$ cat config.mk
export PLATFORM = sky130hd
export DESIGN_NAME = mem_dispatch_flat
export DESIGN_NICKNAME = d
export VERILOG_FILES = /design/src/rtl/mem_dispatch_if.sv /design/src/rtl/mem_dispatch.sv /design/src/flat_wrapper.sv
export SDC_FILE = /design/constraint.sdc
export NUM_CORES = 1
export LEC_CHECK = 0
export CORE_AREA = 2 2 231 233
export CTS_CLUSTER_SIZE = 16
export DETAILED_ROUTE_END_ITERATION = 8
export DIE_AREA = 0 0 233 235
export GPL_TIMING_DRIVEN = 0
export HOLD_SLACK_MARGIN = 0.02
export SLEW_MARGIN = 20
export SYNTH_ARGS = -nofsm -noshare
export SYNTH_HDL_FRONTEND = slang
export SYNTH_SLANG_ARGS = --single-unit
$ cat constraint.sdc
create_clock -name clk -period 2 [get_ports clk]
set_input_delay 0.3 -clock clk [delete_from_list [all_inputs] [get_ports clk]]
set_output_delay 0.3 -clock clk [all_outputs]
set_load 0.03 [all_outputs]
$ cat src/rtl/mem_dispatch_if.sv
// LSU-facing request/response bundle plus the CLINT and system-bus request ports.
// slave is the dispatcher's view; master is the LSU/downstream environment's view.
interface mem_dispatch_if;
  logic        mem_dispatch_lsu_valid_i;
  logic        mem_dispatch_lsu_req_i;
  logic [63:0] mem_dispatch_lsu_addr_i;
  logic [1:0]  mem_dispatch_lsu_size_i;
  logic [63:0] mem_dispatch_lsu_data_write_i;
  logic        mem_dispatch_lsu_ready_o;
  logic        mem_dispatch_lsu_done_o;
  logic [63:0] mem_dispatch_lsu_data_read_o;
  logic [1:0]  mem_dispatch_lsu_resp_o;

  logic        mem_dispatch_clint_valid_o;
  logic        mem_dispatch_clint_req_o;
  logic [63:0] mem_dispatch_clint_addr_o;
  logic [1:0]  mem_dispatch_clint_size_o;
  logic [63:0] mem_dispatch_clint_data_write_o;
  logic        mem_dispatch_clint_ready_i;
  logic [63:0] mem_dispatch_clint_data_read_i;
  logic [1:0]  mem_dispatch_clint_resp_i;

  logic        mem_dispatch_bus_valid_o;
  logic        mem_dispatch_bus_req_o;
  logic [63:0] mem_dispatch_bus_addr_o;
  logic [1:0]  mem_dispatch_bus_size_o;
  logic [63:0] mem_dispatch_bus_data_write_o;
  logic        mem_dispatch_bus_ready_i;
  logic [63:0] mem_dispatch_bus_data_read_i;
  logic [1:0]  mem_dispatch_bus_resp_i;

  modport slave (
    input  mem_dispatch_lsu_valid_i,
    input  mem_dispatch_lsu_req_i,
    input  mem_dispatch_lsu_addr_i,
    input  mem_dispatch_lsu_size_i,
    input  mem_dispatch_lsu_data_write_i,
    output mem_dispatch_lsu_ready_o,
    output mem_dispatch_lsu_done_o,
    output mem_dispatch_lsu_data_read_o,
    output mem_dispatch_lsu_resp_o,
    output mem_dispatch_clint_valid_o,
    output mem_dispatch_clint_req_o,
    output mem_dispatch_clint_addr_o,
    output mem_dispatch_clint_size_o,
    output mem_dispatch_clint_data_write_o,
    input  mem_dispatch_clint_ready_i,
    input  mem_dispatch_clint_data_read_i,
    input  mem_dispatch_clint_resp_i,
    output mem_dispatch_bus_valid_o,
    output mem_dispatch_bus_req_o,
    output mem_dispatch_bus_addr_o,
    output mem_dispatch_bus_size_o,
    output mem_dispatch_bus_data_write_o,
    input  mem_dispatch_bus_ready_i,
    input  mem_dispatch_bus_data_read_i,
    input  mem_dispatch_bus_resp_i
  );

  modport master (
    output mem_dispatch_lsu_valid_i,
    output mem_dispatch_lsu_req_i,
    output mem_dispatch_lsu_addr_i,
    output mem_dispatch_lsu_size_i,
    output mem_dispatch_lsu_data_write_i,
    input  mem_dispatch_lsu_ready_o,
    input  mem_dispatch_lsu_done_o,
    input  mem_dispatch_lsu_data_read_o,
    input  mem_dispatch_lsu_resp_o,
    input  mem_dispatch_clint_valid_o,
    input  mem_dispatch_clint_req_o,
    input  mem_dispatch_clint_addr_o,
    input  mem_dispatch_clint_size_o,
    input  mem_dispatch_clint_data_write_o,
    output mem_dispatch_clint_ready_i,
    output mem_dispatch_clint_data_read_i,
    output mem_dispatch_clint_resp_i,
    input  mem_dispatch_bus_valid_o,
    input  mem_dispatch_bus_req_o,
    input  mem_dispatch_bus_addr_o,
    input  mem_dispatch_bus_size_o,
    input  mem_dispatch_bus_data_write_o,
    output mem_dispatch_bus_ready_i,
    output mem_dispatch_bus_data_read_i,
    output mem_dispatch_bus_resp_i
  );
endinterface

$ cat src/rtl/mem_dispatch.sv
// Routes one LSU access at a time to the CLINT or the system bus,
// flags misaligned accesses locally and returns a one-cycle done pulse.
module mem_dispatch #(
  parameter logic [63:0] CLINT_BASE = 64'h0000_0000_0200_0000,
  parameter logic [63:0] CLINT_SIZE = 64'h0000_0000_0001_0000
) (
  input logic           clk,
  input logic           rst,
  mem_dispatch_if.slave io
);
  typedef enum logic [1:0] {
    IDLE,
    CLINT,
    BUS,
    DONE
  } state_t;

  // 65-bit end so a window touching 2^64 cannot wrap
  localparam logic [64:0] CLINT_END =
    {1'b0, CLINT_BASE} + {1'b0, CLINT_SIZE};

  state_t      state, state_nx;
  logic        req_q;
  logic [63:0] addr_q;
  logic [1:0]  size_q;
  logic [63:0] wdata_q;
  logic [63:0] rdata_q;
  logic [1:0]  resp_q;

  logic        ready;
  logic        accept;
  logic        misal;
  logic        in_clint;

  assign accept = io.mem_dispatch_lsu_valid_i & ready;

  assign in_clint =
    (io.mem_dispatch_lsu_addr_i >= CLINT_BASE) &&
    ({1'b0, io.mem_dispatch_lsu_addr_i} < CLINT_END);

  always_comb begin
    misal = 1'b0;
    unique case (io.mem_dispatch_lsu_size_i)
      2'd0: misal = 1'b0;
      2'd1: misal = io.mem_dispatch_lsu_addr_i[0];
      2'd2: misal = |io.mem_dispatch_lsu_addr_i[1:0];
      2'd3: misal = |io.mem_dispatch_lsu_addr_i[2:0];
    endcase
  end

  always_ff @(posedge clk) begin
    if (rst) state <= IDLE;
    else     state <= state_nx;
  end

  always_comb begin
    state_nx = state;
    unique case (state)
      IDLE: begin
        if (accept) begin
          if (misal)         state_nx = DONE;
          else if (in_clint) state_nx = CLINT;
          else               state_nx = BUS;
        end
      end
      CLINT: if (io.mem_dispatch_clint_ready_i) state_nx = DONE;
      BUS:   if (io.mem_dispatch_bus_ready_i)   state_nx = DONE;
      DONE:  state_nx = IDLE;
    endcase
  end

  always_comb begin
    ready = (state == IDLE) & ~rst;
    io.mem_dispatch_lsu_ready_o   = ready;
    io.mem_dispatch_lsu_done_o    = (state == DONE);
    io.mem_dispatch_clint_valid_o = (state == CLINT);
    io.mem_dispatch_bus_valid_o   = (state == BUS);
  end

  always_ff @(posedge clk) begin
    if (rst) begin
      req_q   <= 1'b0;
      addr_q  <= '0;
      size_q  <= '0;
      wdata_q <= '0;
      rdata_q <= '0;
      resp_q  <= '0;
    end else begin
      if (accept) begin
        req_q   <= io.mem_dispatch_lsu_req_i;
        addr_q  <= io.mem_dispatch_lsu_addr_i;
        size_q  <= io.mem_dispatch_lsu_size_i;
        wdata_q <= io.mem_dispatch_lsu_data_write_i;
        if (misal) begin
          rdata_q <= '0;
          resp_q  <= 2'b10;
        end
      end
      if (state == CLINT && io.mem_dispatch_clint_ready_i) begin
        rdata_q <= req_q ? '0 : io.mem_dispatch_clint_data_read_i;
        resp_q  <= io.mem_dispatch_clint_resp_i;
      end
      if (state == BUS && io.mem_dispatch_bus_ready_i) begin
        rdata_q <= req_q ? '0 : io.mem_dispatch_bus_data_read_i;
        resp_q  <= io.mem_dispatch_bus_resp_i;
      end
    end
  end

  assign io.mem_dispatch_lsu_data_read_o = rdata_q;
  assign io.mem_dispatch_lsu_resp_o      = resp_q;

  assign io.mem_dispatch_clint_req_o        = req_q;
  assign io.mem_dispatch_clint_addr_o       = addr_q;
  assign io.mem_dispatch_clint_size_o       = size_q;
  assign io.mem_dispatch_clint_data_write_o = wdata_q;

  assign io.mem_dispatch_bus_req_o        = req_q;
  assign io.mem_dispatch_bus_addr_o       = addr_q;
  assign io.mem_dispatch_bus_size_o       = size_q;
  assign io.mem_dispatch_bus_data_write_o = wdata_q;
endmodule

$ cat src/flat_wrapper.sv
// flat-port wrapper written by rule: the top's interface ports become plain ports
module mem_dispatch_flat 
#(
  parameter logic [63:0] CLINT_BASE = 64'h0000_0000_0200_0000,
  parameter logic [63:0] CLINT_SIZE = 64'h0000_0000_0001_0000
)
  (clk, rst, io_mem_dispatch_lsu_valid_i, io_mem_dispatch_lsu_req_i, io_mem_dispatch_lsu_addr_i, io_mem_dispatch_lsu_size_i, io_mem_dispatch_lsu_data_write_i, io_mem_dispatch_lsu_ready_o, io_mem_dispatch_lsu_done_o, io_mem_dispatch_lsu_data_read_o, io_mem_dispatch_lsu_resp_o, io_mem_dispatch_clint_valid_o, io_mem_dispatch_clint_req_o, io_mem_dispatch_clint_addr_o, io_mem_dispatch_clint_size_o, io_mem_dispatch_clint_data_write_o, io_mem_dispatch_clint_ready_i, io_mem_dispatch_clint_data_read_i, io_mem_dispatch_clint_resp_i, io_mem_dispatch_bus_valid_o, io_mem_dispatch_bus_req_o, io_mem_dispatch_bus_addr_o, io_mem_dispatch_bus_size_o, io_mem_dispatch_bus_data_write_o, io_mem_dispatch_bus_ready_i, io_mem_dispatch_bus_data_read_i, io_mem_dispatch_bus_resp_i);
  mem_dispatch_if io_i ();
  input logic clk;
  input logic rst;
  input wire logic [$bits(io_i.mem_dispatch_lsu_valid_i)-1:0] io_mem_dispatch_lsu_valid_i;
  input wire logic [$bits(io_i.mem_dispatch_lsu_req_i)-1:0] io_mem_dispatch_lsu_req_i;
  input wire logic [$bits(io_i.mem_dispatch_lsu_addr_i)-1:0] io_mem_dispatch_lsu_addr_i;
  input wire logic [$bits(io_i.mem_dispatch_lsu_size_i)-1:0] io_mem_dispatch_lsu_size_i;
  input wire logic [$bits(io_i.mem_dispatch_lsu_data_write_i)-1:0] io_mem_dispatch_lsu_data_write_i;
  output wire logic [$bits(io_i.mem_dispatch_lsu_ready_o)-1:0] io_mem_dispatch_lsu_ready_o;
  output wire logic [$bits(io_i.mem_dispatch_lsu_done_o)-1:0] io_mem_dispatch_lsu_done_o;
  output wire logic [$bits(io_i.mem_dispatch_lsu_data_read_o)-1:0] io_mem_dispatch_lsu_data_read_o;
  output wire logic [$bits(io_i.mem_dispatch_lsu_resp_o)-1:0] io_mem_dispatch_lsu_resp_o;
  output wire logic [$bits(io_i.mem_dispatch_clint_valid_o)-1:0] io_mem_dispatch_clint_valid_o;
  output wire logic [$bits(io_i.mem_dispatch_clint_req_o)-1:0] io_mem_dispatch_clint_req_o;
  output wire logic [$bits(io_i.mem_dispatch_clint_addr_o)-1:0] io_mem_dispatch_clint_addr_o;
  output wire logic [$bits(io_i.mem_dispatch_clint_size_o)-1:0] io_mem_dispatch_clint_size_o;
  output wire logic [$bits(io_i.mem_dispatch_clint_data_write_o)-1:0] io_mem_dispatch_clint_data_write_o;
  input wire logic [$bits(io_i.mem_dispatch_clint_ready_i)-1:0] io_mem_dispatch_clint_ready_i;
  input wire logic [$bits(io_i.mem_dispatch_clint_data_read_i)-1:0] io_mem_dispatch_clint_data_read_i;
  input wire logic [$bits(io_i.mem_dispatch_clint_resp_i)-1:0] io_mem_dispatch_clint_resp_i;
  output wire logic [$bits(io_i.mem_dispatch_bus_valid_o)-1:0] io_mem_dispatch_bus_valid_o;
  output wire logic [$bits(io_i.mem_dispatch_bus_req_o)-1:0] io_mem_dispatch_bus_req_o;
  output wire logic [$bits(io_i.mem_dispatch_bus_addr_o)-1:0] io_mem_dispatch_bus_addr_o;
  output wire logic [$bits(io_i.mem_dispatch_bus_size_o)-1:0] io_mem_dispatch_bus_size_o;
  output wire logic [$bits(io_i.mem_dispatch_bus_data_write_o)-1:0] io_mem_dispatch_bus_data_write_o;
  input wire logic [$bits(io_i.mem_dispatch_bus_ready_i)-1:0] io_mem_dispatch_bus_ready_i;
  input wire logic [$bits(io_i.mem_dispatch_bus_data_read_i)-1:0] io_mem_dispatch_bus_data_read_i;
  input wire logic [$bits(io_i.mem_dispatch_bus_resp_i)-1:0] io_mem_dispatch_bus_resp_i;
  assign io_i.mem_dispatch_lsu_valid_i = io_mem_dispatch_lsu_valid_i;
  assign io_i.mem_dispatch_lsu_req_i = io_mem_dispatch_lsu_req_i;
  assign io_i.mem_dispatch_lsu_addr_i = io_mem_dispatch_lsu_addr_i;
  assign io_i.mem_dispatch_lsu_size_i = io_mem_dispatch_lsu_size_i;
  assign io_i.mem_dispatch_lsu_data_write_i = io_mem_dispatch_lsu_data_write_i;
  assign io_mem_dispatch_lsu_ready_o = io_i.mem_dispatch_lsu_ready_o;
  assign io_mem_dispatch_lsu_done_o = io_i.mem_dispatch_lsu_done_o;
  assign io_mem_dispatch_lsu_data_read_o = io_i.mem_dispatch_lsu_data_read_o;
  assign io_mem_dispatch_lsu_resp_o = io_i.mem_dispatch_lsu_resp_o;
  assign io_mem_dispatch_clint_valid_o = io_i.mem_dispatch_clint_valid_o;
  assign io_mem_dispatch_clint_req_o = io_i.mem_dispatch_clint_req_o;
  assign io_mem_dispatch_clint_addr_o = io_i.mem_dispatch_clint_addr_o;
  assign io_mem_dispatch_clint_size_o = io_i.mem_dispatch_clint_size_o;
  assign io_mem_dispatch_clint_data_write_o = io_i.mem_dispatch_clint_data_write_o;
  assign io_i.mem_dispatch_clint_ready_i = io_mem_dispatch_clint_ready_i;
  assign io_i.mem_dispatch_clint_data_read_i = io_mem_dispatch_clint_data_read_i;
  assign io_i.mem_dispatch_clint_resp_i = io_mem_dispatch_clint_resp_i;
  assign io_mem_dispatch_bus_valid_o = io_i.mem_dispatch_bus_valid_o;
  assign io_mem_dispatch_bus_req_o = io_i.mem_dispatch_bus_req_o;
  assign io_mem_dispatch_bus_addr_o = io_i.mem_dispatch_bus_addr_o;
  assign io_mem_dispatch_bus_size_o = io_i.mem_dispatch_bus_size_o;
  assign io_mem_dispatch_bus_data_write_o = io_i.mem_dispatch_bus_data_write_o;
  assign io_i.mem_dispatch_bus_ready_i = io_mem_dispatch_bus_ready_i;
  assign io_i.mem_dispatch_bus_data_read_i = io_mem_dispatch_bus_data_read_i;
  assign io_i.mem_dispatch_bus_resp_i = io_mem_dispatch_bus_resp_i;
  mem_dispatch #(.CLINT_BASE(CLINT_BASE), .CLINT_SIZE(CLINT_SIZE)) u_core (.clk(clk), .rst(rst), .io(io_i));
endmodule
==> results by group <==
Worst hold path
  – Hold path depth: 3
  – Worst hold path class: in2reg

Outcome
  – Status: finished clean

Finish
  – Layout cells sized above 1: 19.6%
  – Fin util: 32.5%
  – Area growth from synthesis to layout: 90.1%
  – Fill cells: 5417
  – Final net count: 1888
  – Post-route cell area: 17000 um2

Critical path
  – Worst path arrival time: 2370 ps
  – CP Class: in2reg
  – Reg-to-reg slack, setup: 40 ps
  – CP max stage delay: 600 ps
  – FF-to-FF path depth: 10
  – Crit path required time: 2380 ps
  – Crit path cell chain: clkdlybuf4s50_1, nor4_1, nand4_1, or4_1, o221a_2
  – Slowest cell on crit path: or4_1
  – Crit start category: primary input
  – Critical Path End Type: flip-flop
  – CP Max Fanout: 2

CTS
  – Root Buffer: clkbuf_16
  – Worst skew pair latency: 500 ps
  – Total CTS buffers: 17
  – Clk slew on worst S/H paths: 70 ps
  – Clock buffer depth: 2
  – Clock sink count: 199
  – TritonCTS clock tree: yes
  – H-tree Lvls: 4

Die
  – Starting density of the core: 17.1%
  – Die height: 235 um
  – I/O pin cnt: 600
  – Die ar.: 54800 um2
  – Row count: 84
  – CORE AREA: 52200 um2
  – Die width: 233 um

Synth
  – Post-Syn Nets: 1248
  – Seq cells post-synth: 199
  – Synthesis warning total: 0
  – Mean post-synth cell area: 9.15 um2
  – Yosys cell types: 35
  – Mapped Cells: 975
  – Sequential area share after synthesis: 44.6%
  – Post-Syn Area: 8930 um2

STA
  – Final Hold Fails: 0
  – Tcrit/Tclk final: 99.4%
  – Fin crit period: 1990 ps
  – FMAX: 0.503 GHz
  – # setup viols final: 0
  – Clock Skews: 16.8 ps
  – RSZ-0062 raised after global routing: yes
  – Worst-margin pin slew: 973 ps
  – Hold_ws: 361 ps
  – Slew Limit Headroom: 33.4%
  – Max-slew violation count: 0

Power and ir drop
  – Pwr dens: 1090 nW/um2
  – Sequential share of power: 29.9%
  – NetSw: 7.52 mW
  – Comb power frac: 50.7%
  – Total power: 18.4 mW
  – Pint: 10.9 mW
  – Peak VDD IR: 0.582 mV
  – Lkg Pwr: 6.72 nW
  – Net Sw Frac: 40.8%
  – Clk pwr share: 19.4%

Routing
  – Wire per inst: 18.6 um
  – Detailed Routing Iterations Pass 1: 5
  – Vias: 9370
  – Post-DR vias/cell: 4.05
  – Antenna-violating nets left: 0
  – Initial DRC Count: 337
  – DRT Wirelength: 43000 um
  – DRC Markers: 0

Place
  – Routability Congestion: 0.823
  – Post-placement cell area: 15800 um2
  – Detailed-placement wirelength estimate: 33700 um
  – Buffers on Ports: 599

Global routing
  – First-pass GRT wire length: 59300 um
  – Gr usage total: 14.8%
  – Maximum number of pins on one net before global-route repair: 17
  – Vias in the first global route: 9446
  – GRT overflow: 0
  – Initial antenna violation count: 4

Run
  – Max-Cap Viols: 0
[worst max-delay path, delay by kind of cell]
family	cells	cell delay, ps
buf+inv	1	450
compound gates	1	230
simple gates	3	1380
[layout make-up]
cell class	count	area, um2	area share [%]
Antenna cell	1	2.50	0.0147
Buffer	200	1470	8.68
Clock buffer	20	457	2.69
Clock inverter	10	120	0.708
Inverter	7	31.3	0.184
Multi-Input combinational cell	569	3760	22.1
Sequential cell	199	3990	23.5
Tap cell	688	861	5.07
Timing Repair Buffer	621	6270	37.0
[synthesized netlist by cell type]
cell | count | share of area (%)
buf_2 | 6 | 0.34
inv_1 | 6 | 0.25
dfxtp_1 | 199 | 45
buf_4 | 131 | 11
nand4_1 | 3 | 0.21
inv_2 | 1 | 0.042
o2bb2ai_2 | 60 | 10
a211oi_1 | 2 | 0.17
nor4_1 | 12 | 0.84
o21ai_0 | 132 | 7.4
a31o_2 | 1 | 0.098
a21oi_1 | 4 | 0.22
nand3_1 | 2 | 0.11
nand2b_1 | 79 | 5.5
buf_1 | 6 | 0.25
a22oi_1 | 64 | 5.4
o2bb2ai_1 | 4 | 0.39
o221a_1 | 1 | 0.13
clkbuf_1 | 50 | 2.1
a211oi_4 | 1 | 0.22
nand2_1 | 185 | 7.8
o311ai_0 | 1 | 0.098
ha_1 | 5 | 0.70
or4_1 | 1 | 0.084
buf_6 | 7 | 0.88
o221a_2 | 1 | 0.13
nor2b_1 | 1 | 0.070
nor2_1 | 2 | 0.084
a2111oi_0 | 1 | 0.098
o2111ai_1 | 1 | 0.098
and2_4 | 1 | 0.098
a222oi_1 | 1 | 0.11
nor3b_1 | 2 | 0.17
o22ai_1 | 1 | 0.070
a21o_1 | 1 | 0.084
[registers in the layout, indices dropped and copies added, names as in the netlist]
register and flops:
u_core.io.mem_dispatch_bus_data_write_o 64, u_core.io.mem_dispatch_bus_req_o 1, u_core.io.mem_dispatch_lsu_data_read_o 64, u_core.state 2
u_core.io.mem_dispatch_bus_addr_o 64, u_core.io.mem_dispatch_lsu_resp_o 2, u_core.io.mem_dispatch_bus_size_o 2
[cells in the final DEF (no fill, tap or decap), drive strengths merged, types with 3 or more instances in the layout]
cell / netlist / routed
clkdlybuf4s50: 0 / 500
dfxtp: 199 / 199
nand2: 185 / 185
buf: 150 / 163
o21ai: 132 / 132
dlygate4sd2: 0 / 85
nand2b: 79 / 79
clkbuf: 50 / 79
a22oi: 64 / 64
o2bb2ai: 64 / 64
dlymetal6s2s: 0 / 12
nor4: 12 / 12
inv: 7 / 10
ha: 5 / 5
a21oi: 4 / 4
nand4: 3 / 3
a211oi: 3 / 3
clkinv: 0 / 3
[path summary, 6_finish.rpt]
path                                                            from                                          to
worst max-delay path                  io_mem_dispatch_lsu_addr_i[60]                             u_core.state[1]
worst min register to register  u_core.io.mem_dispatch_lsu_resp_o[1]        u_core.io.mem_dispatch_lsu_resp_o[1]
worst min-delay path                   io_mem_dispatch_lsu_addr_i[5]        u_core.io.mem_dispatch_bus_addr_o[5]
worst max register to register                       u_core.state[0]  u_core.io.mem_dispatch_lsu_data_read_o[52]
[metrics by stage]
| step | setup TNS [ps] | setup WS, ps | instances |
|---|---|---|---|
| after floorplan | -3380 | -56.4 | 975 |
| after global placement | -169340 | -1140 | 2262 |
| after detailed placement | -175960 | -1170 | 2262 |
| after CTS | -5.68 | -5.59 | 2294 |
| after global routing | -102 | -13.3 | 2314 |
| final | 0 | 11.5 | 2315 |
[routing by layer]
metal	vias to the layer above	routed length [um]	global-route usage, %
li1	4505	-	-
met5	-	34	0
met2	434	21700	26.2
met1	4366	16400	16.0
met4	6	1300	6.08
met3	59	3540	5.02
[logic make-up after synthesis]
family / count (synthesis) / share of synthesized area (%)
DFF: 199 / 44.6
and+or+nand+nor: 288 / 15.0
adders and majority gates: 5 / 0.701
buffers and inverters: 207 / 14.9
AOI/OAI and AO/OA: 276 / 24.8
[power by group through the flow]
stage / clock network, mW / logic (mW) / registers, mW
finish: 3.58 / 9.35 / 5.52
global route: 3.85 / 9.86 / 5.61
CTS: 3.75 / 8.77 / 5.51
detailed placement: 0 / 8.85 / 5.58
global placement: 0 / 8.78 / 5.56
floorplan: 0 / 3.55 / 6.85
[timing repair]
action / CTS / global route
gates cloned: 0 / 9
resized for setup: 149 / 66
endpoints found under the setup margin: 276 / 179
hold endpoints to repair: 0 / 0
hold buffers: 0 / 0
pin swaps: 1 / 4
buffers inserted: 2 / 11
Power figures use the tool's default switching activity.
